### src/rtl/ser_pkg.sv
`default_nettype none
// ============================================================================
// Module      : ser_pkg
// Description : Shared types and frame constants for the serial word receiver.
// Revision    : 1.0 - initial release
// ============================================================================
package ser_pkg;

    typedef enum logic [1:0] {
        SER_IDLE  = 2'd0,
        SER_SHIFT = 2'd1,
        SER_STOP  = 2'd2
    } ser_state_t;

    // A frame opens with a 1 and closes with a 0, so an idle-low line never
    // looks like a start bit.
    localparam logic SER_START_BIT = 1'b1;
    localparam logic SER_STOP_BIT  = 1'b0;

endpackage
`default_nettype wire

### src/rtl/ser_bit_cnt.sv
`default_nettype none
// ============================================================================
// Module      : ser_bit_cnt
// Description : Up-counter with synchronous clear (priority) and enable.
// Revision    : 1.0 - initial release
// ============================================================================
module ser_bit_cnt #(
    parameter int bits = 6
) (
    input  logic            clk,
    input  logic            r,
    input  logic            clr,
    input  logic            en,
    output logic [bits-1:0] c
);

    // Clear wins over enable so a new frame always restarts from zero.
    always_ff @(posedge clk or posedge r) begin
        if (r) begin
            c <= '0;
        end else if (clr) begin
            c <= '0;
        end else if (en) begin
            c <= c + bits'(1);
        end
    end

endmodule
`default_nettype wire

### src/rtl/ser_word_rx.sv
`default_nettype none
// ============================================================================
// Module      : ser_word_rx
// Description : MSB-first serial-to-parallel word receiver with start/stop
//               framing, valid/ready holding register and sticky
//               framing/overrun error flags.
// Revision    : 1.0 - initial release
// ============================================================================
module ser_word_rx
    import ser_pkg::*;
#(
    parameter int size     = 32,
    parameter int cnt_bits = 6
) (
    input  logic            clk,
    input  logic            r,
    input  logic            si,
    input  logic            sv,
    output logic [size-1:0] q,
    output logic            q_valid,
    input  logic            q_ready,
    output logic            frame_err,
    output logic            overrun,
    input  logic            clr_err,
    output logic            busy
);

    localparam logic [cnt_bits-1:0] LAST_BIT = cnt_bits'(size - 1);

    ser_state_t          state;
    ser_state_t          state_nxt;
    logic [size-1:0]     sreg;
    logic [cnt_bits-1:0] cnt;
    logic                cnt_clr;
    logic                cnt_en;
    logic                load;
    logic                drop;
    logic                bad_stop;
    logic                xfer;
    logic                last;

    assign last = (cnt == LAST_BIT);
    assign xfer = q_valid & q_ready;

    ser_bit_cnt #(
        .bits (cnt_bits)
    ) u_bit_cnt (
        .clk (clk),
        .r   (r),
        .clr (cnt_clr),
        .en  (cnt_en),
        .c   (cnt)
    );

    // State register.
    always_ff @(posedge clk or posedge r) begin
        if (r) begin
            state <= SER_IDLE;
        end else begin
            state <= state_nxt;
        end
    end

    // Next state: every move is qualified by the serial strobe.
    always_comb begin
        state_nxt = state;
        case (state)
            SER_IDLE:  if (sv && (si == SER_START_BIT)) state_nxt = SER_SHIFT;
            SER_SHIFT: if (sv && last)                  state_nxt = SER_STOP;
            SER_STOP:  if (sv)                          state_nxt = SER_IDLE;
            default:                                    state_nxt = SER_IDLE;
        endcase
    end

    // Decoded controls for counter, shifter, holding register and flags.
    always_comb begin
        busy     = (state != SER_IDLE);
        cnt_clr  = (state == SER_IDLE) && sv && (si == SER_START_BIT);
        cnt_en   = (state == SER_SHIFT) && sv;
        load     = 1'b0;
        drop     = 1'b0;
        bad_stop = 1'b0;
        if ((state == SER_STOP) && sv) begin
            if (si != SER_STOP_BIT) begin
                bad_stop = 1'b1;
            end else if (!q_valid || q_ready) begin
                load = 1'b1;
            end else begin
                drop = 1'b1;
            end
        end
    end

    // Data bits enter at the LSB so the first (MSB) bit ends up on top.
    always_ff @(posedge clk or posedge r) begin
        if (r) begin
            sreg <= '0;
        end else if (cnt_en) begin
            sreg <= {sreg[size-2:0], si};
        end
    end

    // Holding register: a load in the same cycle as a transfer keeps valid high.
    always_ff @(posedge clk or posedge r) begin
        if (r) begin
            q       <= '0;
            q_valid <= 1'b0;
        end else if (load) begin
            q       <= sreg;
            q_valid <= 1'b1;
        end else if (xfer) begin
            q_valid <= 1'b0;
        end
    end

    // Sticky error flags; a new error event beats a simultaneous clear.
    always_ff @(posedge clk or posedge r) begin
        if (r) begin
            frame_err <= 1'b0;
            overrun   <= 1'b0;
        end else begin
            if (bad_stop) begin
                frame_err <= 1'b1;
            end else if (clr_err) begin
                frame_err <= 1'b0;
            end
            if (drop) begin
                overrun <= 1'b1;
            end else if (clr_err) begin
                overrun <= 1'b0;
            end
        end
    end

endmodule
`default_nettype wire
### config.mk
export PLATFORM = sky130hd
export DESIGN_NAME = ser_word_rx
export DESIGN_NICKNAME = d
export VERILOG_FILES = /design/src/rtl/ser_pkg.sv /design/src/rtl/ser_bit_cnt.sv /design/src/rtl/ser_word_rx.sv
export SDC_FILE = /design/constraint.sdc
export NUM_CORES = 1
export LEC_CHECK = 0
export ABC_AREA = 1
export CORE_MARGIN = 3
export CORE_UTILIZATION = 57
export DETAILED_ROUTE_END_ITERATION = 12
export PLACE_DENSITY = 0.88
export SYNTH_ARGS = -nofsm -noshare
export SYNTH_HDL_FRONTEND = slang
export SYNTH_SLANG_ARGS = --single-unit
export TNS_END_PERCENT = 5
### constraint.sdc
create_clock -name clk -period 5.2 [get_ports clk]
set_input_delay 1.56 -clock clk [delete_from_list [all_inputs] [get_ports clk]]
set_output_delay 1.56 -clock clk [all_outputs]
set_load 0.1 [all_outputs]
==> reports/results.env <==
NNETSFINAL=370
VIAS_IN_THE_FIRST_GLOBAL_ROUTE=2276
FINISH.INSTANCE_AREA_UM2=3615
POST_SYNTH_FA_HA_MAJ_AREA_FRACTION=0.004288
COREAREA_UM2=4848
HOLD_PATH_END='q[25]'
DIE_AREA_UM2=6013
CLKSINKCOUNT=75
OVERFLOW_LEFT_AFTER_GLOBAL_ROUTING=0
SYNTH_ENABLE_FLOP_CELLS=0
WORST-PATH-MAX-FANOUT=5
SYNTH_COMPOUND_AREA_FRAC=0.06947
WORST-SETUP-PATH-TYPE='flip-flop to output port'
LAYOUT.CELLS.MOST_COMMON='nand2_1'
GLOBALPLACE.CONGESTION=0.7541
DRIVE_ABOVE_1_SHARE=0.05978
CTS_RESIZED=0
CTS_TREE='done'
P_TOTAL_mW=1.671
DP_CELLS=419
YOSYSWARNINGCOUNT=0
USE_MET3=0.03364
FMAX_MHz=276.2
SETUP_VIOL=0
GRT_FIRST_PASS_WIRELENGTH_UM=9998
PRE_CTS_WS_PS=1664
ANT_NETS=0
INSTANCES_NO_FILL=435
POSTCTSSETUPREPAIRBUFS=0
POWER-PER-CELL-AREA_nW_PER_UM2=462.3
YOSYS-MUX-AREA-FRACTION=0
GLOBALROUTE.BUSIESTLAYER='met2'
SYNTHXORXNORAREAFRAC=0.003002
WORST_SKEW_PAIR.LATE_LATENCY_PS=340
MULTI_INPUT_COMB_AREA_UM2=869.6
FINAL_CORE_UTILIZATION=0.7455
POST_DR_WIRELENGTH_CELL_UM=12.63
NETLIST_TOP_CELLS_AREA='dfrtp_1 64%, nand2_1 18%, o21ai_0 5.7%, inv_1 3.5%, buf_2 1.9%'
SYNTH_FP_NETS=328
MIN-DELAY-PATH-CLASS='flip-flop to flip-flop'
FIRST_PASS_ITERATION_COUNT_OF_THE_DETAILED_ROUTER=5
VIAS=2240
CRIT_BUF_INV=2
ASYNC_FLOP_SHARE=1.000
MAXIMUM_NUMBER_OF_PINS_ON_ONE_NET_BEFORE_GLOBAL_ROUTE_REPAIR=54
CPLARGESTDELAYFAMILY='buffers and inverters'
SORT_OF_ELEMENT_AT_THE_END_OF_THE_CRITICAL_PATH='output port'
PLACE_HPWL_UM=3424
PLACEMENT.CELL_AREA_UM2=3372
YOSYS.CELL_TYPES.COUNT=18
SETUP.WORST_PATH.START_CLASS='flip-flop'
NFILLCELLS=330
HOLD_DEPTH=2
POWER.LEAKAGE_nW=1.811
FIN_SETUP_TNS_PS=0
OUTCOME='finished clean'
POSTSYNTHAREAPERCELL_UM2=9.090
CORE_ROWS=25
CRITICAL_PATH.SLOWEST_CELL='clkdlybuf4s50_1'
DETAILEDROUTE.FIRSTITERATIONVIOLATIONS=200
HOLD_START='sreg[25]'
SLEW_HEADROOM=0.3152
COMBINATIONAL_FAMILY_WITH_THE_MOST_AREA_AFTER_SYNTHESIS='simple AND/OR/NAND/NOR gates'
TIGHTEST_HOLD_MARGIN_PS=467.7
WORST-SLEW-PIN-TRANSITION_PS=1026
WORST_R2R_ENDPOINT='u_bit_cnt.c[4]'
CTS_ROOT_BUFFER='clkbuf_8'
SEQ_AREA_UM2=1877
PATH_CLK_SLEW_PS=70
SYN2LAYOUT_AREA_GROWTH_PCT=23.89
CRIT_PATH_CELL_CHAIN='inv_2, nand2_1, clkdlybuf4s50_1'
FINAL_CELL_MIX='143 x nand2_1, 75 x dfrtp_1, 41 x clkdlybuf4s50_1, 33 x o21ai_0, 26 x inv_1'
WORST_SLACK_PS=1580
BUFFER_PORTS.INSERTED=41
WORSTPATHARRIVAL_PS=2060
SLEW_VIOL_FINAL=0
R2R_SETUP_SLACK_PS=3220
SETUP.WORST_PATH.START='state[0]'
FINAL_CRITICAL_PATH_REQUIRED_PERIOD_PS=3620
MAXCAPVIOLATIONS=0
FLOORPLAN.DIE.WIDTH_UM=77.55
SYNTH_TOP_AREA_CELL='dfrtp_1'
FINAL_MIN_PERIOD_OVER_CLOCK_PERIOD=0.6962
CRIT-REG2REG-LAUNCH='state[1]'
ROUTED_WL_UM=5493
ANTENNADIODECOUNT=0
SHARE_OF_THE_YOSYS_CHIP_AREA_BELONGING_TO_REGISTERS=0.6432
NUMCTSBUFFERS=9
WORST_EP_REQUIRED_TIME_PS=3640
FINCLKSKEW_PS=10.47
GLOBAL_ROUTE.USAGE.MET2=0.3541
POST-ROUTE-DRC-COUNT=0
FINALHOLDVIOLATIONS=0
CTS_HTREE_LEVELS=3
WORST-R2R-CELL-COUNT=7
CTS_HOLD_BUFFERS=0
SYNTHDOMINANTCELLAREASHARE=0.6432
RSZ0062_AT_GRT='false'
YS.FLOP_TYPE='dfrtp_1'
IRDROPWORSTVDD_mV=0.2631
SYNTH_SIMPLE_GATE_AREA_FRAC=0.2213
VIA_PER_INST=5.149
MET1_USAGE=0.2713
SYNTHESIS.INSTANCES=321
POSTSYNTHREGISTERBITS=75
GRTUSAGETOTAL=0.2109
STARTING_DENSITY=0.6018
CPPEAKSTAGEDELAY_PS=1130
ANTENNA_FOUND_INITIAL=0
IO_PINS=42
DIE_HEIGHT_UM=77.55
CTSLONGESTPATHBUFFERS=2
MAPPEDNETLISTAREA_UM2=2918
## cells by family after synthesis
group           after synthesis
compound gates               39
xor+xnor                      1
fa+ha+maj                     1
buf+inv                      42
flops                        75
simple gates                163
## power by group
part,switching [mW],internal (mW),total (mW)
clock network,0.202,0.332,0.534
logic,0.218,0.0927,0.311
registers,0.102,0.725,0.826
total,0.522,1.15,1.67
## state kept, by name, summed over array words and instances (netlist names)
signal	count
frame_err	1
state	2
u_bit_cnt.c	6
sreg	32
q	32
q_valid	1
overrun	1
## cell type report
cell class / instances / share of cell area
tap: 67 / 0.02319
sequential: 75 / 0.5192
inverter: 29 / 0.03011
multi-input combinational: 204 / 0.2406
clock buffer: 12 / 0.04015
timing repair buffer: 44 / 0.1198
clock inverter: 4 / 0.02700
## worst max-delay path by stage
stage | to | slack, ps | cells past startpoint
floorplan | frame_err | 1730 | 1
global placement | u_bit_cnt.c[4] | 1710 | 7
detailed placement | u_bit_cnt.c[4] | 1660 | 7
CTS | busy | 1580 | 3
global route | busy | 1520 | 3
finish | busy | 1580 | 3
## cell usage after synthesis (2+ instances only)
cell type,instances
clkbuf_1,2
inv_2,2
nand2_1,143
dfrtp_1,75
nor3_1,2
nand4_1,2
o21ai_0,33
o21bai_1,2
o22ai_1,2
buf_2,11
nand3_1,6
nor2_1,8
inv_1,27
a21oi_1,2
## tightest hold or removal path, cell delays in order (launching register included)
cell and delay, ps:
dfrtp_1 340, nand2_1 50, nand2_1 50
## metal layers
metal  vias up  routed length, µm
met5         -                  0
met3        10                224
met1      1088               2477
met2        66               2688
met4         0                104
li1       1076                  -
No activity file was read; power rests on OpenSTA's default activity.
